<file path="config.mk">
export PLATFORM = sky130hd
export DESIGN_NAME = intr_responder
export DESIGN_NICKNAME = d
export VERILOG_FILES = /design/src/rtl/intr_pkg.sv /design/src/rtl/intr_responder_irq_sync.sv /design/src/rtl/intr_responder.sv
export SDC_FILE = /design/constraint.sdc
export NUM_CORES = 1
export LEC_CHECK = 0
export CAP_MARGIN = 20
export CORE_MARGIN = 4
export CORE_UTILIZATION = 45
export CTS_BUF_LIST = sky130_fd_sc_hd__clkbuf_16
export DETAILED_ROUTE_END_ITERATION = 10
export PLACE_DENSITY = 0.77
export SYNTH_ARGS = -nofsm -noshare
export SYNTH_HDL_FRONTEND = slang
export SYNTH_SLANG_ARGS = --single-unit
</file>
<file path="constraint.sdc">
create_clock -name clk -period 2.5 [get_ports clk]
set_input_delay 0.625 -clock clk [delete_from_list [all_inputs] [get_ports clk]]
set_output_delay 0.625 -clock clk [all_outputs]
set_load 0.02 [all_outputs]
</file>
<file path="src/rtl/intr_pkg.sv">
// ---------------------------------------------------------------------------
// intr_pkg -- shared definitions for the interrupt responder.
//
// Holds the responder FSM state encoding, the width of the acknowledge
// down-counter, the reset constants used by every register in the block,
// and a helper that turns the ACK_CYCLES parameter into a counter load value.
// Optional feature macro used by the block: IRQ_SYNC_EN.
// ---------------------------------------------------------------------------
package intr_pkg;

    // Responder FSM states.
    typedef enum logic [2:0] {
        ST_IDLE     = 3'd0,
        ST_WAIT_BND = 3'd1,
        ST_REDIRECT = 3'd2,
        ST_ACK      = 3'd3,
        ST_SERVICE  = 3'd4
    } state_e;

    // Acknowledge down-counter.
    localparam int unsigned ACK_CNT_W   = 4;
    localparam int unsigned ACK_CNT_MAX = (1 << ACK_CNT_W) - 1;
    typedef logic [ACK_CNT_W-1:0] ack_cnt_t;

    // Reset constants.
    localparam state_e      STATE_RST   = ST_IDLE;
    localparam logic [31:0] PC_RST      = '0;
    localparam ack_cnt_t    ACK_CNT_RST = '0;

    // Counter load value for a requested acknowledge length; values outside
    // the counter's 1..15 range are clamped so iack is always at least one
    // cycle long and the counter cannot wrap.
    function automatic ack_cnt_t ack_load(input int unsigned cycles);
        if (cycles == 0) begin
            return ack_cnt_t'(1);
        end else if (cycles > ACK_CNT_MAX) begin
            return ack_cnt_t'(ACK_CNT_MAX);
        end else begin
            return ack_cnt_t'(cycles);
        end
    endfunction

endpackage

</file>
<file path="src/rtl/intr_responder_irq_sync.sv">
// ---------------------------------------------------------------------------
// irq_sync -- two-flop synchroniser for the asynchronous irq line.
//
// Only present in builds that define IRQ_SYNC_EN; the responder instantiates
// it there and otherwise feeds irq straight into its FSM.
//
// Ports:
//   clk  in   system clock
//   rst  in   asynchronous active-low reset (both flops clear to 0)
//   d_i  in   raw input
//   q_o  out  synchronised output, two clock edges behind d_i
// ---------------------------------------------------------------------------
`ifdef IRQ_SYNC_EN
module irq_sync (
    input  logic clk,
    input  logic rst,
    input  logic d_i,
    output logic q_o
);

    logic meta_q;
    logic sync_q;

    always_ff @(posedge clk or negedge rst) begin
        if (!rst) begin
            meta_q <= 1'b0;
            sync_q <= 1'b0;
        end else begin
            meta_q <= d_i;
            sync_q <= meta_q;
        end
    end

    assign q_o = sync_q;

endmodule
`endif

</file>
<file path="src/rtl/intr_responder.sv">
// ---------------------------------------------------------------------------
// intr_responder -- takes a level interrupt from the interrupt controller,
// waits for an instruction boundary, redirects fetch to the handler, saves
// the return address, acknowledges the controller, and on return-from-
// interrupt redirects fetch back to the saved address.
//
// Build option: IRQ_SYNC_EN -- when defined, irq passes through a two-flop
// synchroniser (irq_sync) before reaching the FSM, adding two cycles of
// latency. When undefined, irq drives the FSM directly.
//
// Parameters:
//   ACK_CYCLES   cycles iack stays high per accepted interrupt (1..15)
//   IE_RESET     interrupt-enable value after reset
//
// Ports:
//   clk          in   system clock, rising edge
//   rst          in   asynchronous active-low reset
//   irq          in   level interrupt request
//   irq_vec[31:0] in  handler address, captured together with the boundary
//   boundary     in   pipeline is at an instruction boundary
//   pc_next[31:0] in  next fetch address, saved as return address
//   eret         in   return-from-interrupt pulse
//   ie_we        in   interrupt-enable write strobe
//   ie_wd        in   interrupt-enable write data
//   iack         out  acknowledge to the interrupt controller
//   pc_redirect  out  one-cycle fetch redirect strobe
//   pc_target[31:0] out redirect address
//   epc[31:0]    out  saved return address
//   int_active   out  handler running
//   ie           out  current interrupt-enable bit
// ---------------------------------------------------------------------------
module intr_responder
    import intr_pkg::*;
#(
    parameter int unsigned ACK_CYCLES = 1,
    parameter bit          IE_RESET   = 1'b0
) (
    input  logic        clk,
    input  logic        rst,
    input  logic        irq,
    input  logic [31:0] irq_vec,
    input  logic        boundary,
    input  logic [31:0] pc_next,
    input  logic        eret,
    input  logic        ie_we,
    input  logic        ie_wd,
    output logic        iack,
    output logic        pc_redirect,
    output logic [31:0] pc_target,
    output logic [31:0] epc,
    output logic        int_active,
    output logic        ie
);

    localparam ack_cnt_t ACK_LOAD = ack_load(ACK_CYCLES);

    // -----------------------------------------------------------------------
    // Interrupt request source for the FSM
    // -----------------------------------------------------------------------
    logic irq_s;

`ifdef IRQ_SYNC_EN
    irq_sync u_irq_sync (
        .clk (clk),
        .rst (rst),
        .d_i (irq),
        .q_o (irq_s)
    );
`else
    assign irq_s = irq;
`endif

    // -----------------------------------------------------------------------
    // State and registered outputs
    // -----------------------------------------------------------------------
    state_e      state_q;
    ack_cnt_t    ack_cnt_q;
    logic        iack_q;
    logic        pc_redirect_q;
    logic [31:0] pc_target_q;
    logic [31:0] vec_q;
    logic [31:0] epc_q;
    logic        int_active_q;
    logic        ie_q;

    // The handler address is captured into vec_q when the boundary is taken
    // and only copied onto pc_target on the edge that raises pc_redirect, so
    // pc_target never moves while the redirect strobe is low.
    always_ff @(posedge clk or negedge rst) begin
        if (!rst) begin
            state_q       <= STATE_RST;
            ack_cnt_q     <= ACK_CNT_RST;
            iack_q        <= 1'b0;
            pc_redirect_q <= 1'b0;
            pc_target_q   <= PC_RST;
            vec_q         <= PC_RST;
            epc_q         <= PC_RST;
            int_active_q  <= 1'b0;
            ie_q          <= IE_RESET;
        end else begin
            pc_redirect_q <= 1'b0;

            // Software enable write; the REDIRECT clear and the eret set
            // below are later assignments and therefore take priority.
            if (ie_we && (state_q != ST_REDIRECT)) begin
                ie_q <= ie_wd;
            end

            case (state_q)
                ST_IDLE: begin
                    // Acceptance looks at the registered enable, so a write
                    // on this same edge only matters from the next edge on.
                    if (irq_s && ie_q) begin
                        state_q <= ST_WAIT_BND;
                    end
                end

                ST_WAIT_BND: begin
                    // A withdrawn request is checked before the boundary so a
                    // spurious irq never redirects or touches epc.
                    if (!irq_s) begin
                        state_q <= ST_IDLE;
                    end else if (boundary) begin
                        epc_q   <= pc_next;
                        vec_q   <= irq_vec;
                        state_q <= ST_REDIRECT;
                    end
                end

                ST_REDIRECT: begin
                    pc_redirect_q <= 1'b1;
                    pc_target_q   <= vec_q;
                    ie_q          <= 1'b0;
                    ack_cnt_q     <= ACK_LOAD;
                    state_q       <= ST_ACK;
                end

                ST_ACK: begin
                    // One iack cycle per count; the edge that finds the
                    // counter empty drops iack and enters the handler.
                    if (ack_cnt_q != '0) begin
                        iack_q    <= 1'b1;
                        ack_cnt_q <= ack_cnt_q - ack_cnt_t'(1);
                    end else begin
                        iack_q       <= 1'b0;
                        int_active_q <= 1'b1;
                        state_q      <= ST_SERVICE;
                    end
                end

                ST_SERVICE: begin
                    // irq is not looked at here: no nesting.
                    if (eret) begin
                        pc_redirect_q <= 1'b1;
                        pc_target_q   <= epc_q;
                        ie_q          <= 1'b1;
                        int_active_q  <= 1'b0;
                        state_q       <= ST_IDLE;
                    end
                end

                default: begin
                    iack_q       <= 1'b0;
                    int_active_q <= 1'b0;
                    state_q      <= ST_IDLE;
                end
            endcase
        end
    end

    assign iack        = iack_q;
    assign pc_redirect = pc_redirect_q;
    assign pc_target   = pc_target_q;
    assign epc         = epc_q;
    assign int_active  = int_active_q;
    assign ie          = ie_q;

`ifndef SYNTHESIS
    // Redirect and acknowledge are mutually exclusive.
    a_no_overlap: assert property (@(posedge clk) disable iff (!rst)
        !(pc_redirect_q && iack_q));

    // pc_target only moves on edges that also raise pc_redirect.
    a_target_hold: assert property (@(posedge clk) disable iff (!rst)
        !pc_redirect_q |-> $stable(pc_target_q));
`endif

endmodule

</file>
Yosys cells after proc, flatten, opt, wreduce, memory -nomap -nowiden
Index checks and enable logic that the tools add are counted.
{"block": "totals", "reg_bits": 107, "input_bits": 71, "out_inout_bits": 68}
{"block": "classes", "add_sub_neg": 1, "bitwise": 1, "mux": 20, "n_reduce_logical": 13, "n_eq_ne": 10}
{"operator": "$pmux 32 s2", "n": 1}
{"operator": "$mux 32", "n": 1}
{"operator": "$mux 3", "n": 5}
{"operator": "$pmux 3 s5", "n": 1}
{"operator": "$ne 2x2->1 const B", "n": 4}
{"operator": "$pmux 4 s2", "n": 1}
{"operator": "$eq 3x2->1 const B", "n": 2}
{"operator": "$mux 1", "n": 6}
{"operator": "$pmux 1 s2", "n": 3}
{"operator": "$reduce_and 3->1", "n": 2}
{"operator": "$mux 4", "n": 1}
{"operator": "$reduce_and 2->1", "n": 2}
{"operator": "$reduce_and 4->1", "n": 1}
{"operator": "$reduce_bool 2->1", "n": 2}
{"operator": "$reduce_bool 4->1", "n": 1}
{"operator": "$reduce_or 4->1", "n": 1}
{"operator": "$sub 4x1->4 const B", "n": 1}
{"operator": "$eq 3x1->1 const B", "n": 1}
{"operator": "$eq 3x3->1 const B", "n": 1}
{"operator": "$logic_not 3->1", "n": 1}
{"operator": "$ne 3x2->1 const B", "n": 1}
{"operator": "$ne 3x3->1 const B", "n": 1}
{"operator": "$pmux 1 s3", "n": 1}
{"operator": "$reduce_or 3->1", "n": 1}
{"operator": "2 further kinds", "n": 3}

Depth between registers and ports, before layout
{"block": "depth", "ltp_word": 5, "depth_mapped": 6, "ltp_nobuf": 5}

Worst setup path after synthesis
Ideal clock, no wire load.
{"block": "synth_timing", "kind": "input -> register", "from": "input port irq", "to": "register epc_q[0] (netlist: epc[0])", "arrival_time_ns": 1.672, "cell_stages": 5, "n_path_buf": 2, "setup_ns": 0.125, "path_slack_ns": 0.703, "path_cell_list": "nor2b_1 > and4_1 > buf_2 > buf_4 > mux2_2"}
{"block": "synth_via", "elab_chain_cells": 1}
{"element": "start: declaration", "line_no": "intr_responder.sv:40", "rtl": "input logic irq,"}
{"element": "$reduce_and 3->1 (no source line)"}
{"element": "end signal: assignment", "line_no": "intr_responder.sv:124", "rtl": "epc_q <= pc_next;"}
{"element": "end: declaration", "line_no": "intr_responder.sv:82", "rtl": "logic [31:0] epc_q;"}
No other way between the ends.
A chain may end at the register's enable or synchronous reset.

Worst setup path in the final report
{"block": "layout_timing", "from": "input port irq", "to": "register vec_q[12]"}
{"block": "layout_via", "elab_chain_cells": 1}
{"element": "$reduce_and 3->1 (no source line)"}
{"element": "end signal: assignment", "line_no": "intr_responder.sv:125", "rtl": "vec_q <= irq_vec;"}
{"element": "end: declaration", "line_no": "intr_responder.sv:81", "rtl": "logic [31:0] vec_q;"}
No other way between the ends.

==> run metrics <==
status finished clean; Worst setup SP type input pin; Crit Path Category input pin to flop; Slew @ Worst Pin 0.578 ns; Vias per Instance 5.03; Worst R2R Start state_q[0]$_DFFE_PN0P_; GRT met1 Usage 0.243; worst vdd ir between 0.6 and 0.7 mV; CP arrival 2.30 ns; final max-slew violation count 0; nets@finish 513; # DRC 0; Final setup viols 0; Critical Path RT 2.72 ns; worst reg2reg path depth 4; RR Endpoint pc_target[28]$_DFFE_PN0P_; final hold vios 0; maximum clock rate 479 MHz; ranking of synthesized cells by area dfrtp_1 (59%), mux2_2 (29%), mux2_1 (2.7%); Switch Pwr 2.85 mW; Area growth syn-to-layout 39.8%; initial antenna violation count 0; H-tree depth 3; Die Ht roughly 110 um; number of clock sinks 107; Post-Place Cell Area 6100 um2; chip width around 110 um; clock tree from TritonCTS yes; Routed WL per cell 17.7 um; syn avg cell area 15.2 um2; post-route ant nets 0; RSZ-0062 raised after global routing no; DP HPWL 7210 um; Row Count 36; clk_skew 0.00998 ns; CP top delay family buffers and inverters; crit-path max FO 43; LEAKAGE 2.65 nW; Reg area 2680 um2; share of the synthesized area in the top cell type 0.587; clock tree root driver cell clkbuf_16; vias in the first global route 3,181; leading area contributor after synthesis dfrtp_1; initial core utilization 0.464; post-synthesis cell area 4560 um2; Post-synth EDFFs 0; Seq/Total Area, Yosys 0.587; synth warn 0; met2 GRT Util 0.282; max-cap viol count 0; core area 9820 um2; full die area 11,800 um2; Worst R2R Setup Slack 0.53 ns; hold bufs inserted after CTS 0; slew margin rel. 0.614; Worst-Skew Late Latency 0.34 ns; largest net degree at the start of global routing 54; Synth async-reset ratio 1.00; Worst setup EP type flop; First DRT Iteration DRCs 82; CP bufs+invs 2; total CTS buffers 9; met3 GRT Util 0.0426; syn_nets ~370; Combinational Power Share 0.460; Worst-path clk slew 0.08 ns; crit share post-route 0.835; gr ovfl total 0; fill count 793; DR pass1 iterations 4; Power Dens Cells 1310 nW/um2; layout cells sized above 1 0.324; Most Used Layer, Global Route met2; WP depth 5; number of buffers added on ports 138; slowest stage delay, CP 0.48 ns; Util after Layout 0.649; Tot Pwr around 8.3 mW; sequential power share 0.381; I/O pins 139; setup TNS 0 ns; via count between 2,000 and 3,000; Final Cell Area roughly 6400 um2; routability congestion estimate from global placement 0.757; synthesized instance count 301; Post-CTS Setup Bufs 0; ant diodes 0; cts repair resizes 0; type of the most critical hold path input pin to asynchronous set/reset pin; Multi-input gate area 1760 um2; clock power share 0.159; Final Critical Period 2.09 ns; clock tree buffer depth 2; first-pass GRT wire length 16,200 um; Pint 5.47 mW; crit-path cells clkdlybuf4s50_1, nor2b_1, and4_2, buf_12, mux2_2; slowest cell on the critical path clkdlybuf4s50_1; flops & latches, synth 107; main flop type after synthesis dfrtp_1; Net Sw Frac 0.343; Post-Route WL 10,200 um; Unique masters post-synth 31; GRT Util Overall 0.177
## registers in the layout, indices dropped and copies added (netlist names)
name and cells:
int_active 1, vec_q 32, pc_redirect 1, pc_target 32, iack 1, ack_cnt_q 4, epc 32, state_q 3
ie 1
## routing by layer
metal | part of all wire | vias to the layer above
li1 | - | 1354
met1 | 0.46 | 1460
met2 | 0.48 | 85
met3 | 0.058 | 6
met4 | 0.0080 | 0
met5 | 0 | -
## final cells by class
class | count | share of cell area
Clock buffer | 9 | 0.0353
Clock inverter | 6 | 0.00765
Inverter | 4 | 0.00236
Multi-Input combinational cell | 173 | 0.276
Sequential cell | 107 | 0.420
Tap cell | 133 | 0.0261
Timing Repair Buffer | 145 | 0.232
## synth_stat cells, types with 2 or more instances
cell type	number
mux2_2	117
dfrtp_1	107
buf_4	13
mux2_1	11
o21ai_0	7
a21oi_1	5
inv_1	4
nand2_1	4
buf_2	3
nor2_1	3
nor2b_1	3
ha_1	2
nor3_1	2
nor3b_1	2
o211ai_1	2
## worst max-delay path by stage
| stage | startpoint | to |
|---|---|---|
| 2_1_floorplan | irq | epc[0]$_DFFE_PN0P_ |
| 3_3_place_gp | irq | epc[12]$_DFFE_PN0P_ |
| 3_5_place_dp | irq | epc[23]$_DFFE_PN0P_ |
| 4_1_cts | irq | vec_q[12]$_DFFE_PN0P_ |
| 5_1_grt | irq | epc[10]$_DFFE_PN0P_ |
| 6_report | irq | vec_q[12]$_DFFE_PN0P_ |
## layout by cell type, fill, tap and decap left out, types with 3 or more instances in the layout
| cell | count |
|---|---|
| clkbuf_16 | 9 |
| buf_12 | 4 |
| a21oi_1 | 5 |
| buf_4 | 4 |
| nor2_1 | 3 |
| mux2_2 | 117 |
| dfrtp_1 | 107 |
| clkdlybuf4s50_1 | 137 |
| inv_1 | 4 |
| nor2b_1 | 3 |
| o21ai_0 | 7 |
| nand2_1 | 4 |
| mux2_1 | 11 |
## power by group through the flow
stage | logic [mW] | clock network, mW | registers [mW]
finish | 3.82 | 1.32 | 3.17
global route | 4.09 | 1.43 | 3.31
CTS | 3.89 | 1.36 | 3.19
detailed placement | 3.87 | 0 | 3.21
global placement | 3.77 | 0 | 3.15
floorplan | 1.66 | 0 | 3.71
## worst reg2reg max path, cell delays in order, from the launching register on
cell and delay [ns]:
dfrtp_1 0.59, nor3b_4 0.28, buf_4 0.34, mux2_2 0.39, mux2_2 0.26
## cell families after synthesis
group	share of synthesized area
muxes	0.318
DFF	0.587
and+or+nand+nor	0.0351
buffers and inverters	0.0288
AOI/OAI and AO/OA	0.0252
adders and majority gates	0.00549
## per-stage QoR
step / hold slack [ns] / instances / worst slack, ns
2_1_floorplan: 0.329 / 301 / 0.703
3_3_place_gp: 0.483 / 562 / 0.137
3_5_place_dp: 0.489 / 562 / 0.0722
4_1_cts: 0.195 / 577 / 0.430
5_1_grt: 0.205 / 577 / 0.352
6_report: 0.188 / 577 / 0.412
No activity file was read; power rests on OpenSTA's default activity.
